File: src/rtl/ctrl_io_dr_switch_matrix_seq.sv
// Dual-rail east->west switch matrix with serial config chain, glitch-free shadow commit,
// precharge/evaluate phasing and A_Q0 completion / illegal-codeword / timeout monitoring.
module ctrl_io_dr_switch_matrix_seq #(
  parameter int N_CH    = 8,
  parameter int TIMEOUT = 16
) (
  input  logic            CLK,
  input  logic            resetn,
  input  logic            cfg_shift_en,
  input  logic            cfg_din,
  output logic            cfg_dout,
  input  logic            cfg_commit,
  output logic            cfg_pending,
  input  logic            eval,
  input  logic [N_CH-1:0] from_E_t,
  input  logic [N_CH-1:0] from_E_f,
  output logic [N_CH-1:0] to_W_t,
  output logic [N_CH-1:0] to_W_f,
  input  logic            A_Q0_t,
  input  logic            A_Q0_f,
  output logic            A_I0_t,
  output logic            A_I0_f,
  output logic            A_T,
  output logic            q_valid,
  output logic            err_illegal,
  output logic            err_timeout,
  input  logic            err_clr,
  output logic [1:0]      phase
);
  localparam int SEL_W = $clog2(N_CH);
  localparam int CFG_W = N_CH + SEL_W + 1;
  localparam int CNT_W = $clog2(TIMEOUT);

  typedef enum logic [1:0] {PRE = 2'd0, EVAL = 2'd1, DONE = 2'd2, TMO = 2'd3} state_t;

  state_t           state, state_nxt;
  logic [CNT_W-1:0] cnt;
  logic [CFG_W-1:0] shift_reg, stage_reg, active_cfg;
  logic             pending;
  logic             q_ok, q_ill, cnt_last, can_apply, gate;
  logic [N_CH-1:0]  wsel;
  logic [SEL_W-1:0] isel;
  logic             sel_t, sel_f;

  assign q_ok      = A_Q0_t ^ A_Q0_f;
  assign q_ill     = A_Q0_t & A_Q0_f;
  assign cnt_last  = (cnt == CNT_W'(TIMEOUT - 1));
  assign can_apply = (state == PRE) && !eval;

  assign wsel        = active_cfg[N_CH-1:0];
  assign isel        = active_cfg[N_CH+SEL_W-1:N_CH];
  assign A_T         = active_cfg[CFG_W-1];
  assign cfg_dout    = shift_reg[CFG_W-1];
  assign cfg_pending = pending;

  // A commit seen while already in a quiet precharge cycle goes straight to the active copy.
  always_ff @(posedge CLK or negedge resetn) begin
    if (!resetn) begin
      shift_reg  <= '0;
      stage_reg  <= '0;
      active_cfg <= '0;
      pending    <= 1'b0;
    end else begin
      if (cfg_shift_en) shift_reg <= {shift_reg[CFG_W-2:0], cfg_din};
      if (cfg_commit && can_apply) begin
        active_cfg <= shift_reg;
        pending    <= 1'b0;
      end else if (cfg_commit) begin
        stage_reg <= shift_reg;
        pending   <= 1'b1;
      end else if (pending && can_apply) begin
        active_cfg <= stage_reg;
        pending    <= 1'b0;
      end
    end
  end

  // FSM state register; cnt counts completed EVAL cycles
  always_ff @(posedge CLK or negedge resetn) begin
    if (!resetn) begin
      state <= PRE;
      cnt   <= '0;
    end else begin
      state <= state_nxt;
      if (state == EVAL && state_nxt == EVAL) cnt <= cnt + 1'b1;
      else cnt <= '0;
    end
  end

  always_comb begin
    state_nxt = state;
    if (!eval) begin
      state_nxt = PRE;
    end else begin
      case (state)
        PRE:  state_nxt = EVAL;
        EVAL: begin
          if (q_ok) state_nxt = DONE;
          else if (cnt_last) state_nxt = TMO;
        end
        default: state_nxt = state;
      endcase
    end
  end

  always_comb begin
    gate  = (state != PRE);
    phase = state;
  end

  always_ff @(posedge CLK or negedge resetn) begin
    if (!resetn) begin
      q_valid     <= 1'b0;
      err_illegal <= 1'b0;
      err_timeout <= 1'b0;
    end else begin
      q_valid     <= (state == EVAL) && (state_nxt == DONE);
      err_timeout <= ((state == EVAL) && (state_nxt == TMO)) | (err_timeout & ~err_clr);
      err_illegal <= q_ill | (err_illegal & ~err_clr);
    end
  end

  // Both rails share one select so A_I0 never shows a mixed codeword.
  always_comb begin
    sel_t = 1'b0;
    sel_f = 1'b0;
    for (int i = 0; i < N_CH; i++) begin
      if (isel == SEL_W'(i)) begin
        sel_t = from_E_t[i];
        sel_f = from_E_f[i];
      end
    end
    to_W_t = {N_CH{gate}} & ((from_E_t & ~wsel) | (wsel & {N_CH{A_Q0_t}}));
    to_W_f = {N_CH{gate}} & ((from_E_f & ~wsel) | (wsel & {N_CH{A_Q0_f}}));
    A_I0_t = gate & sel_t;
    A_I0_f = gate & sel_f;
  end
endmodule

File: config.mk
export PLATFORM = sky130hd
export DESIGN_NAME = ctrl_io_dr_switch_matrix_seq
export DESIGN_NICKNAME = d
export VERILOG_FILES = /design/src/rtl/ctrl_io_dr_switch_matrix_seq.sv
export SDC_FILE = /design/constraint.sdc
export NUM_CORES = 1
export LEC_CHECK = 0
export CAP_MARGIN = 20
export CORE_ASPECT_RATIO = 1.4
export CORE_UTILIZATION = 50
export CTS_CLUSTER_DIAMETER = 120
export CTS_CLUSTER_SIZE = 30
export DETAILED_ROUTE_END_ITERATION = 8
export GPL_TIMING_DRIVEN = 1
export PLACE_DENSITY = 0.87
export SLEW_MARGIN = 0
export SYNTH_ARGS = -nofsm -noshare
export SYNTH_HDL_FRONTEND = slang
export SYNTH_SLANG_ARGS = --single-unit
export TNS_END_PERCENT = 1
File: constraint.sdc
create_clock -name CLK -period 2 [get_ports CLK]
set_clock_uncertainty 0.1 [all_clocks]
set_input_delay 0.2 -clock CLK [delete_from_list [all_inputs] [get_ports CLK]]
set_output_delay 0.2 -clock CLK [all_outputs]
set_load 0.005 [all_outputs]
==> results.sh <==
export IMPL_inserted_clock_buffers=5
export IMPL_synth_seq_area_share=0.510
export IMPL_cts_path_max_buffers=2
export IMPL_cp_num_buf_inv=1
export IMPL_maximum_number_of_pins_on_one_net_before_global_route_repair=47
export IMPL_timing_slew_headroom=0.567
export IMPL_max_cap_viol=0
export IMPL_layout_nets=286
export IMPL_synth_flop_cell="dfrtp_1"
export IMPL_worstSkewPairLatency_ns=0.29
export IMPL_route_vias_total=1748
export IMPL_power_ir_vdd_worst_mv=0.714
export IMPL_aggregate_negative_setup_slack_ns=0
export IMPL_tritoncts_clock_tree="yes"
export IMPL_yosys_register_bits=46
export IMPL_fin_max_slew_vios=0
export IMPL_post_synth_inst_count=200
export IMPL_hp_start="cnt[0]"
export IMPL_finish_utilization=0.705
export IMPL_finalSetupViolCount=0
export IMPL_worst_setup_path_type="flop to primary output"
export IMPL_synthesis_area_per_instance_um2=11.3
export IMPL_cts_post_setup_buffers_inserted=0
export IMPL_dieArea_um2=4790
export IMPL_final_period_minus_worst_setup_slack_ns=1.89
export IMPL_drive_above_1_share=0.227
export IMPL_cp_arrival_ns=1.59
export IMPL_power_density_cell_area_nw_per_um2=1070
export IMPL_placed_cells=311
export IMPL_h_tree_depth=2
export IMPL_die_w_um=58.8
export IMPL_drt_total_wl_um=4730
export IMPL_routabilityCongestion=0.787
export IMPL_number_of_global_route_vias_before_repair=1763
export IMPL_vias_per_cell=5.46
export IMPL_drt_drc_violations_left=0
export IMPL_worstSetupStartpointType="flop"
export IMPL_synth_warnings=0
export IMPL_timing_critical_path_slowest_stage_cell="clkdlybuf4s50_1"
export IMPL_initial_standard_cell_utilization_of_the_core=0.528
export IMPL_startpoint="phase[0]"
export IMPL_io_buffers=50
export IMPL_outcome="completed"
export IMPL_initial_antenna_violation_count=0
export IMPL_globalRouteTotalUtil=0.213
export IMPL_synth_area_um2=2260
export IMPL_final_cells=320
export IMPL_avgRoutedWirePerCell_um=14.8
export IMPL_yosys_cell_types_count=32
export IMPL_fp_coreArea_um2=4270
export IMPL_critPathCaptureType="primary output"
export IMPL_flow_area_growth_from_synthesis_pct=33.6
export IMPL_postSynth_asyncResetShare=1.00
export IMPL_r2r_start="phase[0]"
export IMPL_final_hold_viols=0
export IMPL_worstHoldPathType="flop to flop"
export IMPL_globalRoute_totalOverflow=0
export IMPL_clock_sinks=46
export IMPL_count_of_flip_flops_with_a_built_in_enable_after_synthesis=0
export IMPL_cts_root_buf="clkbuf_8"
export IMPL_p_leak_nw=1.26
export IMPL_ioPinCount=51
export IMPL_place_hpwl_um=3570
export IMPL_cts_reportedPaths_clkPinSlew_ns=0.08
export IMPL_die_height_um=81.5
export IMPL_cp_slowest_stage_delay_ns=0.47
export IMPL_fillers=323
export IMPL_diodes=0
export IMPL_detail_route_iter0_violations=39
export IMPL_rows=28
export IMPL_clock_fmax_mhz=529
export IMPL_tightest_slew_ns=0.648
export IMPL_worst_ep_required_time_ns=1.70
export IMPL_syn_num_nets=227
export IMPL_crit_chain="nor2_4 -> nor2_1 -> clkdlybuf4s50_1"
export IMPL_path_max_fanout=16
export IMPL_crit_family="buffers and inverters"
export IMPL_timing_final_crit_share=0.946
export IMPL_total_power_w=0.00323
export IMPL_firstDrtPassIters=4
export IMPL_grt_first_pass_wirelength_um=7740
export IMPL_detail_route_antenna_nets=0
stage by stage:
step | worst slack (ns) | cell area (um^2) | hold WS, ns
6_report | 0.108 | 3010 | 0.363
5_1_grt | -0.0146 | 3010 | 0.404
2_1_floorplan | 0.292 | 2260 | -0.196
3_5_place_dp | -0.101 | 2900 | 0.211
3_3_place_gp | -0.0721 | 2900 | 0.201
4_1_cts | 0.0145 | 3010 | 0.364
Yosys cell counts (2+ instances only):
| master | instances | area (um^2) |
|---|---|---|
| mux2_2 | 28 | 315 |
| nand2b_1 | 4 | 25.0 |
| nor2_1 | 22 | 82.6 |
| nand3_1 | 2 | 10.0 |
| inv_1 | 5 | 18.8 |
| and3_1 | 2 | 12.5 |
| mux2i_1 | 16 | 160 |
| nand2_1 | 3 | 11.3 |
| o21ai_1 | 10 | 50.1 |
| a221oi_1 | 2 | 17.5 |
| dfrtp_1 | 46 | 1150 |
| ha_1 | 2 | 25.0 |
| o221ai_1 | 4 | 35.0 |
| buf_1 | 3 | 11.3 |
| clkbuf_1 | 6 | 22.5 |
| o22ai_1 | 16 | 100 |
| o21ai_0 | 14 | 70.1 |
placed cells by master (no fill, tap or decap), types with 3 or more instances in the layout:
cell type and n:
buf_12 3, buf_4 10, clkbuf_8 6, clkdlybuf4s50_1 47, dfrtp_1 44, inv_1 5, mux2_2 28, mux2i_1 16
nand2_1 3, nand2b_1 3, nor2_1 21, o21ai_0 14, o21ai_1 10, o221ai_1 4, o22ai_1 16
worst paths after layout:
path / slack [ns] / to / cells after the start
max in group asynchronous: 0.99 / active_cfg[10] / 3
worst max-delay path: 0.11 / to_W_f[4] / 3
worst min-delay path: 0.36 / cnt[0] / 1
min in group asynchronous: 0.40 / cnt[2] / 3
worst min register to register: 0.36 / cnt[0] / 1
worst max register to register: 0.19 / active_cfg[1] / 5
timing repair:
action,in CTS,in global routing
endpoints found under the setup margin,18,2
pin swaps,0,2
hold buffers,1,0
resized for setup,5,7
endpoints found under the hold margin,46,0
per-layer routing:
| layer | GRT usage | part of all wire | routed length [um] | up-vias |
|---|---|---|---|---|
| li1 | - | - | - | 851 |
| met1 | 0.223 | 0.41 | 1930 | 846 |
| met2 | 0.409 | 0.53 | 2500 | 46 |
| met3 | 0.0488 | 0.050 | 236 | 5 |
| met4 | 0.0738 | 0.013 | 63 | 0 |
| met5 | 0 | 0 | 0 | - |
power by group:
group	leakage, nW	total (W)	switching (W)	internal [W]
combinational	0.640	0.00112	0.000421	0.000703
sequential	0.568	0.00154	0.000304	0.00124
clock	0.0482	0.000564	0.000286	0.000279
total	1.26	0.00323	0.00101	0.00222
worst reg2reg max path: cells and delay by family, from the launching register on:
family	cells	cell delay, ns
buffers and inverters	2	0.36
and+or+nand+nor	2	0.70
AOI/OAI and AO/OA	1	0.17
DFF	1	0.41
cell type report:
class / count / area, um^2 / area share
flip-flops and latches: 46 / 1150 / 0.383
multi-input cells: 137 / 1040 / 0.346
repair buffers: 64 / 631 / 0.209
clock buffers: 7 / 86.3 / 0.0287
well taps: 60 / 75.1 / 0.0249
inverters: 5 / 18.8 / 0.00623
clock inverters: 1 / 5.00 / 0.00166
cells by family (layout without fill, tap and decap cells):
family,count (synthesis),in the layout,share of synthesized area
adder cells (fa/ha/maj),2,2,0.0111
AND/OR/NAND/NOR,38,38,0.0849
flip-flops,46,46,0.510
multiplexers,44,44,0.211
XOR/XNOR,2,2,0.00777
AO/OA/AOI/OAI,51,51,0.139
buffers and inverters,17,77,0.0366
Power figures use the tool's default switching activity.
==> edit 1, RTL diff (same flow settings) <==
Set the parameter `TIMEOUT` to 8 (it was 16).
--- a/src/rtl/ctrl_io_dr_switch_matrix_seq.sv
+++ b/src/rtl/ctrl_io_dr_switch_matrix_seq.sv
@@ -4,3 +4,3 @@
   parameter int N_CH    = 8,
-  parameter int TIMEOUT = 16
+  parameter int TIMEOUT = 8
 ) (
Check against the original RTL: not equivalent (a bounded check fails within 10 cycles, from zero or initial values and one cycle with resetn low).
==> edit 1 against the original RTL <==
  * Design area down 1.1%
  * Combinational power down 4%
  * Count of clock-buffer cells in the layout unchanged
  * Routed wire length up 7.4%
  * Largest power group unchanged
  * Worst setup slack worse by 0.018 ns
  * Sequential cell count down 1
  * Largest cell class unchanged
  * Area after synthesis down 1.1%
  * Total power up 2.5%
  * Die area down 1.0%
  * Critical path type unchanged
  * Non-clock buffer count unchanged
  * Critical endpoint is now A_I0_f
==> edit 1: results (changes against the original RTL) <==
.. list-table::
   :header-rows: 1

   * - Metric
     - Value
   * - Outcome
     - complete, no violations
   * - Via count of the first global-routing pass
     - 1751 (-0.68%)
   * - Total placed instance area
     - 2850 µm² (-1.8%)
   * - IO Port Bufs
     - 50 (unchanged)
   * - Worst hold slack
     - 0.249 ns (-0.114 ns)
   * - Hold Crit Class
     - in -> async
   * - Tot GR Track Use
     - 23.1% (+1.7 points)
   * - Largest driver fanout on the critical path
     - 9 (-7)
   * - Maximum number of pins on one net before global-route repair
     - 19 (-60%)
   * - Leakage dissipation
     - 0.00127 µW (+0.72%)
   * - Destination of the critical timing path
     - A_I0_f
   * - Worst-skew pair later-pin latency
     - 0.29 ns (about the same)
   * - Worst-case vdd ir drop
     - 693 µV (-3.0%)
   * - Origin of the critical flop-to-flop path
     - phase[0]
   * - Number of detailed-route iterations in the first pass
     - 4 (unchanged)
   * - End of the worst register-to-register path
     - active_cfg[1]
   * - Unique masters post-synth
     - 35 (+9.4%)
   * - Worst Reg-to-Reg Cells
     - 5 (unchanged)
   * - Post-DR vias/cell
     - 5.57 (+1.9%)
   * - Worst-case setup slack after placement
     - -0.0641 ns (+0.0364 ns)
   * - Fill cell count
     - 300 (-7.1%)
   * - Fmax achieved
     - 523 MHz (-0.96%)
   * - Total Nets Final
     - 284 (-0.70%)
   * - H-tree level count
     - 2 (unchanged)
   * - Number of DRC violations after detailed routing
     - 0 (unchanged)
   * - Post-detailed-placement half-perimeter wirelength
     - 3900 µm (+9.2%)
   * - Async SR Flop Fraction
     - 100% (unchanged)
   * - Post-Syn Nets
     - 227 (unchanged)
   * - Data arrival time of the worst path
     - 1.61 ns (+0.02 ns)
   * - Number of antenna repair diodes
     - 0 (unchanged)
   * - Final global-route overflow total
     - 0 (unchanged)
   * - Switching Share
     - 30.7% (-0.55 points)
   * - Setup slack of the most critical reg-to-reg path
     - 0.14 ns (-0.05 ns)
   * - Source of the critical timing path
     - active_cfg[8]
   * - Weighted congestion at the end of routability-driven global placement
     - 0.830 (+5.5%)
   * - CTS max path bufs
     - 2 (unchanged)
   * - Slew headroom
     - 57.9% (+1.3 points)
   * - Post-CTS Setup Repair Bufs
     - 0 (unchanged)
   * - Overall routed net length
     - 5080 µm (+7.4%)
   * - Yosys warns
     - 0 (unchanged)
   * - Most used standard cells in the synthesized netlist
     - sky130_fd_sc_hd__dfrtp_1, sky130_fd_sc_hd__mux2_2, sky130_fd_sc_hd__nor2_1, sky130_fd_sc_hd__mux2i_1, sky130_fd_sc_hd__o21ai_0
   * - Dominant cells by area after synthesis
     - sky130_fd_sc_hd__dfrtp_1, sky130_fd_sc_hd__mux2_2, sky130_fd_sc_hd__mux2i_1
   * - First-pass GRT wire length
     - 8190 µm (+5.8%)
   * - Fraction of layout instances using a drive strength above 1
     - 21.4% (-1.3 points)
   * - Share of the yosys chip area belonging to registers
     - 50.4% (-0.58 points)
   * - 1st-iter DRT viols
     - 76 (+95%)
==> edit 1: cell types whose count changed in the layout (fill, tap and decap cells not counted), moves of 2 or more <==
cell / before / now
sky130_fd_sc_hd__and3_1: 2 / 0
sky130_fd_sc_hd__and2_1: 0 / 2
sky130_fd_sc_hd__mux2i_1: 16 / 18
sky130_fd_sc_hd__nor2_1: 21 / 18
sky130_fd_sc_hd__o21ai_0: 14 / 16
sky130_fd_sc_hd__dfrtp_1: 44 / 42
sky130_fd_sc_hd__mux2_2: 28 / 26
sky130_fd_sc_hd__o221ai_1: 4 / 2
==> edit 1: logic make-up after synthesis <==
| kind of cell | count (synthesis) | share of synthesized area, % |
|---|---|---|
| mux | 44 | 21.2 |
| compound gates | 53 | 14.4 |
| fa+ha+maj | 3 | 1.68 |
| flops | 45 | 50.4 |
| simple gates | 34 | 7.79 |
| buf+inv | 20 | 4.54 |
==> edit 1: area by class of cell <==
| type | count | area (µm²) | area share [%] |
|---|---|---|---|
| Sequential cell | 45 | 1130 | 37.9 |
| Tap cell | 60 | 75.1 | 2.52 |
| Clock inverter | 1 | 30.0 | 1.01 |
| Multi-Input combinational cell | 134 | 1010 | 34.0 |
| Clock buffer | 7 | 86.3 | 2.90 |
| Inverter | 6 | 22.5 | 0.756 |
| Timing Repair Buffer | 64 | 624 | 20.9 |
==> edit 1: power groups by stage <==
stage               registers (µW)  clock network [µW]  logic [µW]
finish                        1540                 700        1080
global route                  1580                 741        1180
CTS                           1530                 707        1090
detailed placement            1540                   0        1090
global placement              1510                   0        1050
floorplan                     1400                   0         722
==> edit 1: per-stage QoR <==
step,setup TNS [ns],total power [µW],cells,utilization (%)
2_1_floorplan,0,2120,199,-
3_5_place_dp,-0.313,2630,308,67.1
3_3_place_gp,-0.126,2560,308,67.1
5_1_grt,0,3510,317,70.3
6_report,0,3310,317,70.3
4_1_cts,0,3330,317,70.3
==> edit 1: critical path: stages (launching register included) <==
cell and delay [ns]:
sky130_fd_sc_hd__dfrtp_2 0.46, sky130_fd_sc_hd__nand2b_1 0.19, sky130_fd_sc_hd__o32a_1 0.30, sky130_fd_sc_hd__a21oi_1 0.11, sky130_fd_sc_hd__dlygate4sd2_1 0.25
==> edit 1: layer usage <==
layer	up-vias	part of all wire, %	GRT usage, %
li1	836	-	-
met1	854	39	24.8
met2	63	53	43.2
met3	12	5.4	4.46
met4	0	3.3	10.0
met5	-	0	0
==> edit 1: timing repair <==
action | in CTS | in global routing
endpoints found under the setup margin | 18 | 5
hold endpoints to repair | 16 | 0
gates resized for setup | 7 | 3
hold buffers | 1 | 0
==> edit 2, RTL diff (config.mk and constraints unchanged) <==
Without the edit above. Reset style: synchronous (`resetn`), changed in 3 clocked blocks.
--- a/src/rtl/ctrl_io_dr_switch_matrix_seq.sv
+++ b/src/rtl/ctrl_io_dr_switch_matrix_seq.sv
@@ -56,3 +56,3 @@
   // A commit seen while already in a quiet precharge cycle goes straight to the active copy.
-  always_ff @(posedge CLK or negedge resetn) begin
+  always_ff @(posedge CLK) begin
     if (!resetn) begin
@@ -78,3 +78,3 @@
   // FSM state register; cnt counts completed EVAL cycles
-  always_ff @(posedge CLK or negedge resetn) begin
+  always_ff @(posedge CLK) begin
     if (!resetn) begin
@@ -110,3 +110,3 @@
 
-  always_ff @(posedge CLK or negedge resetn) begin
+  always_ff @(posedge CLK) begin
     if (!resetn) begin
Check against the original RTL: differs if resetn is asserted again (counterexample within 4 cycles, from zero or initial values and one cycle with resetn low); with resetn held inactive, the same outputs for 10 cycles.
==> edit 2 against the original RTL <==
  * Routed wire length is 14% higher
  * Worst setup slack lost 0.038 ns
  * Area after synthesis up 6.5%
  * Design area grew 3.9%
  * Register-to-register slack gained 0.17 ns
  * Sequential cell count is the same
  * Via count grew 13%
  * Count of clock-buffer cells in the layout decreased by 1
  * Largest cell class is now multi-input combinational cells
  * Highest routed layer unchanged
Power is not compared: it rests on default switching activity, and its combinational part moved more than twofold at a synthesized area within 25%.
==> edit 2: results (changes against the original RTL) <==
.. list-table::
   :header-rows: 1

   * - Metric
     - Value
   * - Post-Layout Cell Count
     - 370 (+16%)
   * - Share of the yosys chip area belonging to registers
     - 38.3% (-13 points)
   * - Maximum number of pins on one net before global-route repair
     - 41 (-13%)
   * - Post-detailed-placement half-perimeter wirelength
     - 3810 µm (+6.6%)
   * - Async SR Flop Fraction
     - 0% (-100 points)
   * - Met1 routing resource usage after global routing
     - 25.7% (+3.4 points)
   * - Antenna violations before repair
     - 0 (unchanged)
   * - Data arrival time of the worst path
     - 1.63 ns (+0.04 ns)
   * - Unique masters post-synth
     - 39 (+22%)
   * - Via count of the first global-routing pass
     - 1930 (+9.5%)
   * - Total Nets Final
     - 336 (+17%)
   * - CP peak stage delay
     - 0.43 ns (-0.04 ns)
   * - Worst-case setup slack after placement
     - -0.259 ns (-0.158 ns)
   * - Weighted congestion at the end of routability-driven global placement
     - 0.790 (+0.38%)
   * - Post-Syn Instances
     - 259 (+30%)
   * - Most used standard cells in the synthesized netlist
     - sky130_fd_sc_hd__dfxtp_1, sky130_fd_sc_hd__mux2i_1, sky130_fd_sc_hd__nor2b_1, sky130_fd_sc_hd__nor2_1, sky130_fd_sc_hd__o21ai_0
   * - 1st-iter DRT viols
     - 104 (+170%)
   * - Critical path's slowest cell
     - sky130_fd_sc_hd__or3b_4
   * - Overall routed net length
     - 5380 µm (+14%)
   * - First-pass GRT wire length
     - 8800 µm (+14%)
   * - Fill cell count
     - 354 (+9.6%)
   * - Number of placed cells counting well taps
     - 364 (+17%)
   * - Dominant cells by area after synthesis
     - sky130_fd_sc_hd__dfxtp_1, sky130_fd_sc_hd__mux2i_1, sky130_fd_sc_hd__nor2b_1
   * - Number of detailed-route iterations in the first pass
     - 4 (unchanged)
   * - Tot GR Track Use
     - 22.7% (+1.4 points)
   * - Adder-cell share of the synthesized area
     - 1.04% (-0.068 points)
   * - Post-DR vias/cell
     - 5.32 (-2.7%)
   * - Multiplexer fraction of the synthesized cell area
     - 18.5% (-2.5 points)
   * - Routing usage on met2
     - 39.7% (-1.2 points)
   * - Outcome
     - complete, no violations
   * - Post-Syn Nets
     - 286 (+26%)
   * - Xor/xnor cell area share of the yosys netlist
     - 0.729% (-0.048 points)
   * - Met3 global-route usage
     - 4.34% (-0.54 points)
   * - Pin slew with the least headroom to its limit
     - 0.476 ns (-0.171 ns)
   * - Fraction of layout instances using a drive strength above 1
     - 12.7% (-10 points)
   * - Compound-Gate Fraction of Synth Area
     - 14.7% (+0.87 points)
   * - Quantity of gates resized following cts
     - 16 (+11)
   * - Largest driver fanout on the critical path
     - 11 (-5)
==> edit 2: path summary, 6_finish.rpt <==
path                    to  slack, ns  cells past startpoint          start
min reg2reg         cnt[0]       0.35                      1         cnt[0]
min                 cnt[0]       0.35                      1         cnt[0]
max                 A_I0_t       0.07                      4  active_cfg[8]
max reg2reg  active_cfg[1]       0.36                      5       phase[1]
==> edit 2: stage by stage <==
stage / hold WS (ns) / area [µm²]
finish: 0.352 / 3130
global route: 0.367 / 3130
CTS: 0.353 / 3110
detailed placement: 0.340 / 2980
global placement: 0.329 / 2980
floorplan: 0.240 / 2400
==> edit 2: kinds of logic after synthesis <==
kind of cell               count (synthesis)
and+or+nand+nor                           94
muxes                                     44
xor gates and xnor gates                   2
AOI/OAI and AO/OA                         50
buffers and inverters                     21
adders and majority gates                  2
DFF                                       46
==> edit 2: area by class of cell <==
type                       instances  area (µm²)  area share, %
clock buffer                       6        82.6           2.64
inverter                           2        7.51          0.240
multi-input combinational        192        1430           45.7
sequential                        46         930           29.7
tap                               62        77.6           2.48
timing repair buffer              62         601           19.2
==> edit 2: metal layers <==
metal / part of all wire [%] / vias up / wire (µm)
met5: 0 / - / 0
met4: 2.3 / 0 / 123
met3: 3.1 / 10 / 168
met2: 52 / 39 / 2800
met1: 43 / 920 / 2300
li1: - / 998 / -
==> edit 2: power by group <==
group | total, µW | switching, µW | leakage, µW | internal (µW)
logic | 287 | 126 | 0.000687 | 161
clock network | 541 | 275 | 0.0000431 | 266
registers | 930 | 8.30 | 0.000374 | 922
==> edit 2: critical path, delay by kind of cell (launching register included) <==
family,cells,cell delay [ns]
buffers and inverters,1,0.28
AO/OA/AOI/OAI,1,0.16
flip-flops,1,0.39
AND/OR/NAND/NOR,2,0.50
